### config.mk
export PLATFORM = sky130hd
export DESIGN_NAME = branch_history_predictor
export DESIGN_NICKNAME = d
export VERILOG_FILES = /design/src/rtl/branch_pkg.sv /design/src/rtl/saturating_counter.sv /design/src/rtl/branch_history_predictor.sv
export SDC_FILE = /design/constraint.sdc
export NUM_CORES = 1
export LEC_CHECK = 0
export BUFFER_PORTS_ARGS = -buffer_cell sky130_fd_sc_hd__buf_2
export CORE_MARGIN = 4
export CORE_UTILIZATION = 55
export CTS_CLUSTER_DIAMETER = 80
export DETAILED_ROUTE_END_ITERATION = 7
export PLACE_DENSITY = 0.76
export SLEW_MARGIN = 20
export SYNTH_ARGS = -nofsm -noshare
export SYNTH_HDL_FRONTEND = slang
export SYNTH_SLANG_ARGS = --single-unit
### constraint.sdc
create_clock -name clk -period 13.78 [get_ports clk]
set_clock_uncertainty 0.1 [all_clocks]
set_input_delay 4.134 -clock clk [delete_from_list [all_inputs] [get_ports clk]]
set_output_delay 4.134 -clock clk [all_outputs]
set_load 0.1 [all_outputs]
### src/rtl/branch_pkg.sv
// Shared types for the branch history predictor: 2-bit counter encoding and
// its saturating next-state function.
package branch_pkg;

  typedef enum logic [1:0] {
    STRONG_NT = 2'd0,
    WEAK_NT   = 2'd1,
    WEAK_T    = 2'd2,
    STRONG_T  = 2'd3
  } sc_state_t;

  function automatic sc_state_t sc_next(input sc_state_t cur, input logic taken);
    sc_state_t nxt;
    nxt = cur;
    if (taken) begin
      if (cur != STRONG_T) nxt = sc_state_t'(cur + 2'd1);
    end else begin
      if (cur != STRONG_NT) nxt = sc_state_t'(cur - 2'd1);
    end
    return nxt;
  endfunction

endpackage

### src/rtl/saturating_counter.sv
// One branch history entry: 2-bit saturating counter that moves toward taken
// or not-taken when enabled, reset to weakly not-taken.
module saturating_counter
  import branch_pkg::*;
(
  input  logic      clk,
  input  logic      reset,
  input  logic      en,
  input  logic      inc,
  output sc_state_t state
);

  sc_state_t state_q, state_d;

  always_comb begin
    state_d = state_q;
    if (en) state_d = sc_next(state_q, inc);
  end

  always_ff @(posedge clk or posedge reset) begin
    if (reset) state_q <= WEAK_NT;
    else       state_q <= state_d;
  end

  assign state = state_q;

endmodule

### src/rtl/branch_history_predictor.sv
// Branch predictor: table of 2-bit counters indexed by pc word address, with a
// static BTFN fallback mode and a resolved-misprediction statistics counter.
module branch_history_predictor
  import branch_pkg::*;
#(
  parameter int XLEN       = 32,
  parameter int ENTRIES    = 64,
  parameter int STAT_WIDTH = 16
) (
  input  logic                  clk,
  input  logic                  reset,
  input  logic [XLEN-1:0]       pc,
  input  logic [XLEN-1:0]       immediate,
  input  logic                  jump,
  input  logic                  branch,
  input  logic                  static_mode,
  input  logic                  update_valid,
  input  logic [XLEN-1:0]       update_pc,
  input  logic                  update_taken,
  input  logic                  update_mispredicted,
  output logic [XLEN-1:0]       branch_target,
  output logic                  branch_taken,
  output logic [STAT_WIDTH-1:0] mispredict_count
);

  localparam int IDX_W = $clog2(ENTRIES);

  logic [IDX_W-1:0]      pred_idx;
  logic [IDX_W-1:0]      upd_idx;
  sc_state_t             ctr_state [ENTRIES];
  sc_state_t             pred_state;
  logic [STAT_WIDTH-1:0] mispredict_count_q, mispredict_count_d;
  logic                  unused_upd_pc_bits;

  // Instructions are word aligned, so the low two pc bits carry no information.
  assign pred_idx = pc[IDX_W+1:2];
  assign upd_idx  = update_pc[IDX_W+1:2];
  assign unused_upd_pc_bits = ^{update_pc[XLEN-1:IDX_W+2], update_pc[1:0]};

  assign branch_target = pc + immediate;

  generate
    for (genvar gi = 0; gi < ENTRIES; gi++) begin : g_entry
      logic upd_en;
      assign upd_en = update_valid && (upd_idx == IDX_W'(gi));
      saturating_counter u_ctr (
        .clk   (clk),
        .reset (reset),
        .en    (upd_en),
        .inc   (update_taken),
        .state (ctr_state[gi])
      );
    end
  endgenerate

  // Reads the registered counter, so a same-cycle update is seen one cycle later.
  always_comb begin
    pred_state   = ctr_state[pred_idx];
    branch_taken = 1'b0;
    if (jump) begin
      branch_taken = 1'b1;
    end else if (branch) begin
      if (static_mode) branch_taken = immediate[XLEN-1];
      else             branch_taken = pred_state[1];
    end
  end

  always_comb begin
    mispredict_count_d = mispredict_count_q;
    if (update_valid && update_mispredicted)
      mispredict_count_d = mispredict_count_q + 1'b1;
  end

  always_ff @(posedge clk or posedge reset) begin
    if (reset) mispredict_count_q <= '0;
    else       mispredict_count_q <= mispredict_count_d;
  end

  assign mispredict_count = mispredict_count_q;

endmodule

Word level (Yosys, flattened, before mapping)
Cells that the tools add are included.
W data, S select, Z words.
{"block": "classes", "addsub": 130, "multipliers": 0, "div_mod_pow": 0, "magnitude_cmp": 1, "eq_ne": 191, "shift": 0, "muxes": 198, "bitwise": 1, "n_reduce_logical": 258}
{"cell": "$mux W2", "count": 194}
{"cell": "$reduce_bool A2 Y1", "count": 128}
{"cell": "$eq A6 B6 Y1 const B", "count": 32}
{"cell": "$reduce_and A3 Y1", "count": 64}
{"cell": "$add A2 B1 Y2 const B", "count": 64}
{"cell": "$ne A2 B1 Y1 const B", "count": 64}
{"cell": "$ne A2 B2 Y1 const B", "count": 64}
{"cell": "$sub A2 B1 Y2 const B", "count": 64}
{"cell": "$eq A6 B5 Y1 const B", "count": 16}
{"cell": "$logic_and A1 B1 Y1", "count": 65}
{"cell": "$eq A6 B4 Y1 const B", "count": 8}
{"cell": "$add A32 B32 Y32", "count": 1}
{"cell": "$eq A6 B3 Y1 const B", "count": 4}
{"cell": "$add A16 B1 Y16 const B", "count": 1}
{"cell": "$bmux W2 S6", "count": 1}
{"cell": "$eq A6 B2 Y1 const B", "count": 2}
{"cell": "$ge A7 B7 Y1 const B", "count": 1}
{"cell": "$not A6 Y7", "count": 1}
{"cell": "$eq A6 B1 Y1 const B", "count": 1}
{"cell": "$logic_not A6 Y1", "count": 1}
{"cell": "$mux W1", "count": 3}
{"block": "totals", "ff_bits": 144, "latch_bits": 0, "ram_bits": 0, "rom_bits": 0, "mem_count": 0}

Longest topological paths before layout
Gate-level depths: netlist of the first run.
{"block": "depth", "depth_word": 7, "ltp_mapped": 9, "mapped_depth_nobuf": 9}

Cells and area by module
A second synthesis of the first run with hierarchy kept.
{"block": "unflattened", "cells_unflattened": 1230, "hier_area_um2": 11038.1}
{"mod": "saturating_counter", "instances": 64, "cells_each": 12, "area_per_inst_um2": 117.6, "seq_area_each_um2": 51.3}
{"mod": "branch_history_predictor", "instances": 1, "cells_each": 462, "area_per_inst_um2": 3510.9, "seq_area_each_um2": 400.4}

Worst setup path after synthesis of the first run
Ideal clock, no wire load.
{"block": "synth_path", "kind": "input -> output", "start": "input pc[0]", "end": "output branch_target[30]", "t_arrival_ns": 7.973, "slack_ns": 1.573, "path_stages": 8, "n_path_buf": 0, "path_cell_list": "ha_1 fa_1 a21o_1 a2bb2oi_1 a21oi_2 a222oi_1 a21oi_1 o31ai_1"}
{"block": "synth_between", "elab_chain_len": 1}
{"item": "start, declared", "line": "branch_history_predictor.sv:12", "rtl": "input logic [XLEN-1:0] pc,"}
{"item": "$add A32 B32 Y32", "line": "branch_history_predictor.sv:40", "rtl": "assign branch_target = pc + immediate;"}
{"item": "end, declared", "line": "branch_history_predictor.sv:21", "rtl": "output logic [XLEN-1:0] branch_target,"}
No other way between the ends.

Worst setup path in the final report of the first run
{"block": "layout_path", "start": "input pc[3]", "end": "output branch_target[29]"}
The elaborated chain is that of the path after synthesis.

==> flow_summary.ini, run 1 <==
[drt]
count_of_nets_left_with_antenna_violations_after_detail_routing = 0
wl_mm = 25.3
drtIter0Drc = 662
wl_per_cell_um = 16.6
remaining_drc_errors = 0
post_drt_via_cell_ratio = 6.07
detailroute.via_count = 9261
firstDrtPassIters = 5

[final_layout]
final_layout_size_suffix_gt1_share_pct = 21.4
multi_input_comb_area_mm2 = 0.00570
antenna_cells = 0
areaGrowthSynthToFinish_pct = 13.6
post-route-cell-area_mm2 = 0.0111
final_core_utilization_pct = 63.9
sequential_cell_area_mm2 = 0.00368
mostFrequentLayoutCells = 174 x sky130_fd_sc_hd__nor2_1, 139 x sky130_fd_sc_hd__nand2_1, 131 x sky130_fd_sc_hd__o21ai_0, 125 x sky130_fd_sc_hd__buf_2, 116 x sky130_fd_sc_hd__a21oi_1
mostFrequentLayoutCell = sky130_fd_sc_hd__nor2_1
final_standard_cell_count_with_taps_included_and_fillers_excluded = 1525
nNetsFinal = 1424
fillCellCount = 1458

[clock_network]
cts.htree.levels = 4
cts-buffers-inserted = 17
path_clk_slew_ns = 0.07
cts.sinks = 144
clock_path_buffers = 2
post-cts-setup-buffer-count = 0
clk_root_buffer_cell = sky130_fd_sc_hd__clkbuf_16
clkLatencyLatePin_ns = 0.43
post_cts_hold_buffer_count = 0
post_cts.resized_instances = 0
cts_tree = yes

[synth]
yosysSeqAreaShare_pct = 37.7
synth_async_sr_flop_share_pct = 100
postSynthAreaPerCell_um2 = 8.17
yosys_register_bits = 144
synth_cell_types = 65
synth_warnings = 0
synth_top_flop_cell = sky130_fd_sc_hd__dfrtp_1
number_of_instances_in_the_synthesized_netlist = 1196
synthesis.area_mm2 = 0.00977
synth_enable_flop_cells = 0
postSynthNetCount = 1333

[sta]
sum_of_negative_setup_slack_ns = 0
rsz0062_at_grt = no
report.final.slew_viol_count = 0
final_min_period_over_clock_period_pct = 82.9
finalSetupViolCount = 0
worst_slack_ns = 2.36
hold_slack_ns = 0.385
period_minus_slack_ns = 11.42
hold_violations = 0
worstMarginPinSlew_ns = 1.16
timing.max_slew.rel_slack_pct = 23.0
achievable-frequency_mhz = 87.5

[global_routing]
grt_usage_pct = 25.1
globalRoute.totalOverflow = 0
number_of_global_route_vias_before_repair = 8383
antenna_found_initial = 1
maximum_number_of_pins_on_one_net_before_global_route_repair = 77
first_pass_grt_wire_length_mm = 41.4

[placed_design]
placedInstanceArea_mm2 = 0.0105
gp_routability_congestion = 0.843
port_buffers = 126
place_inst = 1493
hpwl_dp_mm = 17.3
post-place-ws_ns = 2.38

[flow_run]
cap_violations = 0

[worst_hold_path]
hold-path-cell-count = 1
hold_class = flip-flop to flip-flop
startpoint_of_the_tightest_hold_check_path = mispredict_count[15]
hold_end = mispredict_count[15]

[worst_setup_path]
cpPeakStageDelay_ns = 0.47
worstPathMaxFanout = 16
crit_arrival_ns = 7.19
timing.critical_path.slowest_stage_cell = sky130_fd_sc_hd__a311oi_2
r2r.worst_path.cells = 6
worstPathCellList = buf_2, ha_1, a21o_1, a21oi_1, a2111oi_0, or3b_1, a311oi_2, o21ai_1, xnor2_1, buf_2
reg2reg_to = mispredict_count[15]
critPathLaunchType = input port
path_common_cell = sky130_fd_sc_hd__buf_2
setup.worst_path.end_class = primary output
r2r_slack_ns = 12.08
worst_r2r_start = mispredict_count[2]
timing.critical_path.required_ns = 9.55
path_class = input port to primary output

[floorplanning]
effective_utilization_at_floorplan_pct = 56.3
die_width_um = 141
placeableCoreArea_mm2 = 0.0174
die-height_um = 141
placement_rows = 48
top_level_ports = 153
die-area_mm2 = 0.0200

[run_status]
outcome = complete, no violations

[pwr]
finalPower_mw = 1.46
ir_drop_mv = 0.233
total_leakage_power_nw = 4.51
power_density_mw_per_mm2 = 131
worst max path at each step:
stage	startpoint	endpoint	depth (start not counted)	slack [ns]
3_3_place_gp	pc[3]	branch_target[29]	10	2.36
5_1_grt	pc[3]	branch_target[29]	10	2.18
2_1_floorplan	pc[0]	branch_target[30]	8	1.57
3_5_place_dp	pc[3]	branch_target[29]	10	2.38
4_1_cts	pc[3]	branch_target[29]	10	2.36
6_report	pc[3]	branch_target[29]	10	2.36
cell usage after synthesis, types with 3 or more instances:
cell	count	area [µm²]
sky130_fd_sc_hd__a211oi_1	29	218
sky130_fd_sc_hd__or2_2	12	75.1
sky130_fd_sc_hd__or4_1	4	30.0
sky130_fd_sc_hd__nand2b_1	10	62.6
sky130_fd_sc_hd__o2111ai_1	7	61.3
sky130_fd_sc_hd__a21o_1	15	113
sky130_fd_sc_hd__xor2_1	14	123
sky130_fd_sc_hd__dfrtp_1	80	2000
sky130_fd_sc_hd__a31oi_1	26	163
sky130_fd_sc_hd__mux4_2	17	383
sky130_fd_sc_hd__nor2b_1	9	56.3
sky130_fd_sc_hd__and2_1	18	113
sky130_fd_sc_hd__nor2_1	175	657
sky130_fd_sc_hd__o21ai_1	3	15.0
sky130_fd_sc_hd__o21ai_0	131	656
sky130_fd_sc_hd__a21oi_1	116	581
sky130_fd_sc_hd__nor3_1	24	120
sky130_fd_sc_hd__inv_1	38	143
sky130_fd_sc_hd__buf_2	3	15.0
sky130_fd_sc_hd__and3_1	36	225
sky130_fd_sc_hd__xnor2_1	27	236
sky130_fd_sc_hd__ha_1	32	400
sky130_fd_sc_hd__clkbuf_1	44	165
sky130_fd_sc_hd__o211ai_1	17	128
sky130_fd_sc_hd__nand3_1	20	100
sky130_fd_sc_hd__dfstp_2	64	1680
sky130_fd_sc_hd__nand4_1	5	31.3
sky130_fd_sc_hd__nand2_1	139	522
sky130_fd_sc_hd__nor4_1	5	31.3
sky130_fd_sc_hd__buf_6	3	33.8
sky130_fd_sc_hd__o31ai_1	14	105
sky130_fd_sc_hd__buf_1	8	30.0
sky130_fd_sc_hd__mux2i_1	10	100
logic make-up after synthesis:
group,after synthesis,synth area share (%)
AND/OR/NAND/NOR,470,21.8
AO/OA/AOI/OAI,381,23.2
flip-flops,144,37.7
buffers and inverters,98,4.11
XOR/XNOR,41,3.68
adder cells (fa/ha/maj),33,4.30
multiplexers,29,5.18
per-layer routing:
| metal | vias up | GRT usage, % | wire length (µm) |
|---|---|---|---|
| met4 | 2 | 6.12 | 276 |
| met3 | 31 | 4.85 | 1810 |
| met5 | - | 0 | 9 |
| met2 | 339 | 40.5 | 12000 |
| li1 | 4476 | - | - |
| met1 | 4413 | 35.3 | 11200 |
layout make-up:
cell class	count	share of cell area (%)
flip-flops and latches	144	33.2
clock buffers	17	3.83
clock inverters	15	1.65
inverters	38	1.33
multi-input cells	954	51.4
repair buffers	132	6.11
well taps	225	2.54
worst max-delay path, delay by kind of cell:
| family | cells | cell delay (ns) |
|---|---|---|
| XOR/XNOR | 1 | 0.18 |
| AND/OR/NAND/NOR | 1 | 0.42 |
| AO/OA/AOI/OAI | 5 | 1.22 |
| buffers and inverters | 2 | 0.86 |
| adder cells (fa/ha/maj) | 1 | 0.38 |
power breakdown:
group	total [mW]	switching, mW	internal (mW)
Combinational	0.460	0.352	0.108
Sequential	0.515	0.0363	0.479
Clock	0.481	0.195	0.286
registers in the layout, summed over array words and instances, names as in the netlist:
register	cells
mispredict_count	16
g_entry.u_ctr.state	128
Power figures use the tool's default switching activity.
==> inputs of run 2 (changes only) <==
- CORE_UTILIZATION: 55 -> 52
- PLACE_DENSITY: 0.76 -> 0.75
- clock period: 13.78 -> 9.5 ns (I/O delays scaled with it)
==> run 2 against run 1 <==
Compared with the run above:
- via count barely moved
- wire length rose by 0.50%
- total power up 43%
- critical endpoint unchanged
- largest power group unchanged
==> flow_summary.ini, run 2 (synthesis results as in run 1) <==
[final_layout]
mostFrequentLayoutCell = sky130_fd_sc_hd__nor2_1
nNetsFinal = 1426
fillCellCount = 1563
final_core_utilization_pct = 60.9
antenna_cells = 0
final_standard_cell_count_with_taps_included_and_fillers_excluded = 1531
final_layout_size_suffix_gt1_share_pct = 21.6
areaGrowthSynthToFinish_pct = 13.5
largest_register_ff_count = 128
mostFrequentLayoutCells = 174 x sky130_fd_sc_hd__nor2_1, 139 x sky130_fd_sc_hd__nand2_1, 131 x sky130_fd_sc_hd__o21ai_0, 125 x sky130_fd_sc_hd__buf_2, 116 x sky130_fd_sc_hd__a21oi_1

[sta]
timing.max_slew.rel_slack_pct = 27.2
rsz0062_at_grt = no
sum_of_negative_setup_slack_ns = 0
achievable-frequency_mhz = 114
report.final.slew_viol_count = 0
hold_slack_ns = 0.393
worstMarginPinSlew_ns = 1.09
final_min_period_over_clock_period_pct = 92.0
period_minus_slack_ns = 8.74
hold_violations = 0
finalSetupViolCount = 0

[drt]
drtIter0Drc = 859
wl_mm = 25.4
post_drt_via_cell_ratio = 6.05
remaining_drc_errors = 0
count_of_nets_left_with_antenna_violations_after_detail_routing = 0
firstDrtPassIters = 5
wl_per_cell_um = 16.6
detailroute.via_count = 9258

[placed_design]
port_buffers = 126
place_inst = 1499
hpwl_dp_mm = 17.4
gp_routability_congestion = 0.840

[clock_network]
clock_path_buffers = 2
post_cts_hold_buffer_count = 0
post-cts-setup-buffer-count = 0
cts.htree.levels = 4
cts-buffers-inserted = 17
cts.sinks = 144
path_clk_slew_ns = 0.07
cts_tree = yes
post_cts.resized_instances = 0
clk_root_buffer_cell = sky130_fd_sc_hd__clkbuf_16
clkLatencyLatePin_ns = 0.42

[worst_setup_path]
worst_r2r_start = mispredict_count[0]
worst-path-buf-inv = 2
path_class = input port to primary output
timing.critical_path.max_delay_family = compound AO/OA/AOI/OAI gates
timing.critical_path.slowest_stage_cell = sky130_fd_sc_hd__a311oi_2
worstPathCellList = buf_2, ha_1, a21o_1, a21oi_1, a2111oi_0, or3b_1, a311oi_2, o21ai_1, xnor2_1, buf_2
crit_arrival_ns = 5.79
worstPathMaxFanout = 16
path_common_cell = sky130_fd_sc_hd__buf_2
cpPeakStageDelay_ns = 0.46
setup.worst_path.end_class = primary output
critPathLaunchType = input port
timing.critical_path.required_ns = 6.55
setup.worst_path.start = pc[2]

[global_routing]
maximum_number_of_pins_on_one_net_before_global_route_repair = 121
globalRoute.totalOverflow = 0
grt_usage_pct = 24.0
first_pass_grt_wire_length_mm = 42.3
antenna_found_initial = 0
number_of_global_route_vias_before_repair = 8628

[flow_run]
cap_violations = 0

[floorplanning]
die-area_mm2 = 0.0210
top_level_ports = 153
placement_rows = 49
die_width_um = 145
effective_utilization_at_floorplan_pct = 53.6
die-height_um = 145
placeableCoreArea_mm2 = 0.0182

[pwr]
finalPower_mw = 2.08
power_density_mw_per_mm2 = 187
total_leakage_power_nw = 4.52
ir_drop_mv = 0.254

[run_status]
outcome = complete, no violations

[worst_hold_path]
hold_class = flip-flop to flip-flop
startpoint_of_the_tightest_hold_check_path = mispredict_count[13]
==> run 2: worst reg2reg max path: stages, from the launching register on <==
cell and delay (ns):
sky130_fd_sc_hd__dfrtp_1 0.41, sky130_fd_sc_hd__nand3_1 0.09, sky130_fd_sc_hd__nor2_1 0.20, sky130_fd_sc_hd__nand2_1 0.13, sky130_fd_sc_hd__nor3_1 0.39, sky130_fd_sc_hd__nand3_1 0.16, sky130_fd_sc_hd__xnor2_1 0.15
==> run 2: per-stage QoR <==
stage | instance area (µm²) | setup slack, ns
finish | 11100 | 0.755
global route | 11100 | 0.558
CTS | 11100 | 0.764
detailed placement | 10500 | 0.787
global placement | 10500 | 0.776
floorplan | 9770 | 0.330
==> run 2: final cells by class <==
cell class	count	area, µm²	share of cell area [%]
Clock buffer	17	425	3.84
Timing Repair Buffer	134	693	6.25
Multi-Input combinational cell	954	5700	51.4
Sequential cell	144	3680	33.2
Inverter	38	149	1.34
Clock inverter	15	148	1.33
Tap cell	229	287	2.58
==> run 2: final timing paths <==
kind	to	cells past startpoint	slack (ns)
hold reg to reg	mispredict_count[13]	1	0.39
setup / recovery	branch_target[29]	10	0.76
setup reg to reg	mispredict_count[15]	6	7.76
hold / removal	mispredict_count[13]	1	0.39
min in group asynchronous	mispredict_count[3]	2	2.43
max in group asynchronous	g_entry[0].u_ctr.state[1]	3	5.55
==> run 2: metal layers <==
metal / track usage, % / routed length, µm / vias to the layer above
li1: - / - / 4459
met1: 33.8 / 11500 / 4436
met2: 37.8 / 11700 / 331
met3: 4.71 / 1780 / 32
met4: 7.17 / 413 / 0
met5: 0 / 0 / -
==> run 2: report_power, final <==
part           internal (mW)  total (mW)  switching, mW
combinational          0.158       0.670          0.512
clock                  0.369       0.661          0.291
sequential             0.695       0.747         0.0525
total                   1.22        2.08          0.856
==> inputs of run 3 (changes only) <==
- BUFFER_PORTS_ARGS: -buffer_cell sky130_fd_sc_hd__buf_2 -> -buffer_cell sky130_fd_sc_hd__buf_4
==> run 3 against run 2 <==
Compared with the run above:
- critical path depth did not move
- fmax increased by 2.1%
- sequential share of layout area down 1.1 points
- die area is the same
- total power increased by 4.5%
- register-to-register slack got worse by 0.03 ns
- highest routed layer unchanged
- largest power group unchanged
- combinational power is 5.4% higher
==> flow_summary.ini, run 3 (synthesis results as in run 1) <==
[worst_hold_path]
hold-path-cell-count = 1
hold_class = flip-flop to flip-flop
startpoint_of_the_tightest_hold_check_path = mispredict_count[15]
hold_end = mispredict_count[15]

[clock_network]
cts.htree.levels = 4
clock_path_buffers = 2
cts-buffers-inserted = 17
clk_root_buffer_cell = sky130_fd_sc_hd__clkbuf_16
post_cts_hold_buffer_count = 0
post-cts-setup-buffer-count = 0
cts_tree = yes
post_cts.resized_instances = 0
cts.sinks = 144
path_clk_slew_ns = 0.06
clkLatencyLatePin_ns = 0.43

[final_layout]
mostFrequentLayoutCells = 174 x sky130_fd_sc_hd__nor2_1, 139 x sky130_fd_sc_hd__nand2_1, 133 x sky130_fd_sc_hd__buf_4, 131 x sky130_fd_sc_hd__o21ai_0, 116 x sky130_fd_sc_hd__a21oi_1
mostFrequentLayoutCell = sky130_fd_sc_hd__nor2_1
areaGrowthSynthToFinish_pct = 17.3
fillCellCount = 1533
nNetsFinal = 1426
largest_register_ff_count = 128
final_core_utilization_pct = 62.9
multi_input_comb_area_mm2 = 0.00570
final_layout_size_suffix_gt1_share_pct = 21.5
antenna_cells = 0
sequential_cell_area_mm2 = 0.00368

[sta]
rsz0062_at_grt = no
worstMarginPinSlew_ns = 1.02
final_min_period_over_clock_period_pct = 90.1
hold_violations = 0
timing.max_slew.rel_slack_pct = 31.8
sum_of_negative_setup_slack_ns = 0
achievable-frequency_mhz = 117
hold_slack_ns = 0.383
worst_slack_ns = 0.939
report.final.slew_viol_count = 0
period_minus_slack_ns = 8.56
finalSetupViolCount = 0

[worst_setup_path]
setup.worst_path.end_class = primary output
path_class = input port to primary output
worstPathCellList = buf_4, ha_1, a21o_1, a21oi_1, a2111oi_0, or3b_1, a311oi_2, o21ai_1, xnor2_1, buf_4
timing.critical_path.required_ns = 6.55
reg2reg_to = mispredict_count[15]
r2r.worst_path.cells = 6
worst_r2r_start = mispredict_count[0]
path_common_cell = sky130_fd_sc_hd__buf_4
timing.critical_path.slowest_stage_cell = sky130_fd_sc_hd__a311oi_2
cpPeakStageDelay_ns = 0.46
r2r_slack_ns = 7.73
worstPathMaxFanout = 16
critPathLaunchType = input port
crit_arrival_ns = 5.61

[drt]
wl_mm = 25.8
post_drt_via_cell_ratio = 5.99
detailroute.via_count = 9170
count_of_nets_left_with_antenna_violations_after_detail_routing = 0
wl_per_cell_um = 16.8
firstDrtPassIters = 6
remaining_drc_errors = 0
drtIter0Drc = 718

[placed_design]
post-place-ws_ns = 0.981
port_buffers = 126
gp_routability_congestion = 0.842
hpwl_dp_mm = 17.8

[floorplanning]
die_width_um = 145
placement_rows = 49
effective_utilization_at_floorplan_pct = 53.6
placeableCoreArea_mm2 = 0.0182
die-area_mm2 = 0.0210
die-height_um = 145
top_level_ports = 153

[pwr]
comb_power_share_pct = 32.5
ir_drop_mv = 0.241
share_seq_of_total_power_pct = 34.4
power_switching_share_pct = 38.7
power_density_mw_per_mm2 = 190
intPower_mw = 1.33
clock_power_share_pct = 33.1
net-switching-power_mw = 0.841
total_leakage_power_nw = 4.64

[global_routing]
maximum_number_of_pins_on_one_net_before_global_route_repair = 101
number_of_global_route_vias_before_repair = 8610
grt_usage_pct = 24.5
first_pass_grt_wire_length_mm = 43.3
antenna_found_initial = 0
globalRoute.totalOverflow = 0

[run_status]
outcome = complete, no violations

[flow_run]
cap_violations = 0
## run 3: per-layer routing
layer | vias up | part of all wire [%] | global-route usage [%]
li1 | 4468 | - | -
met1 | 4319 | 45 | 34.1
met2 | 347 | 47 | 39.4
met3 | 36 | 7.1 | 5.18
met4 | 0 | 1.4 | 6.22
met5 | - | 0 | 0
## run 3: per-stage QoR
step	power, mW	area (µm²)	std cells
floorplan	1.30	9770	1196
global placement	1.45	10800	1499
detailed placement	1.46	10800	1499
CTS	2.18	11400	1531
global route	2.26	11500	1531
finish	2.17	11500	1531
## run 3: critical path, delay by kind of cell
kind            cells  cell delay (ns)
xor+xnor            1             0.15
compound gates      5             1.23
buf+inv             2             0.59
simple gates        1             0.43
fa+ha+maj           1             0.34
## run 3: how the worst max path moves through the flow
stage               start           endpoint  cells after the start
finish              pc[3]  branch_target[29]                     10
global placement    pc[3]  branch_target[29]                     10
CTS                 pc[3]  branch_target[29]                     10
global route        pc[3]  branch_target[29]                     10
detailed placement  pc[3]  branch_target[29]                     10
floorplan           pc[3]       branch_taken                      8
## run 3: power groups by stage
stage                     combinational [mW]  sequential, mW  clock (mW)
after floorplan                        0.464           0.835           0
after global placement                 0.696           0.753           0
after detailed placement               0.706           0.754           0
after CTS                              0.707           0.747       0.724
after global routing                   0.750           0.758       0.757
final                                  0.706           0.748       0.719
## run 3: layout make-up
| class | instances | share of cell area (%) |
|---|---|---|
| Inverter | 38 | 1.29 |
| Clock buffer | 18 | 3.83 |
| Tap cell | 229 | 2.50 |
| Multi-Input combinational cell | 954 | 49.8 |
| Clock inverter | 14 | 1.63 |
| Timing Repair Buffer | 134 | 8.81 |
| Sequential cell | 144 | 32.2 |
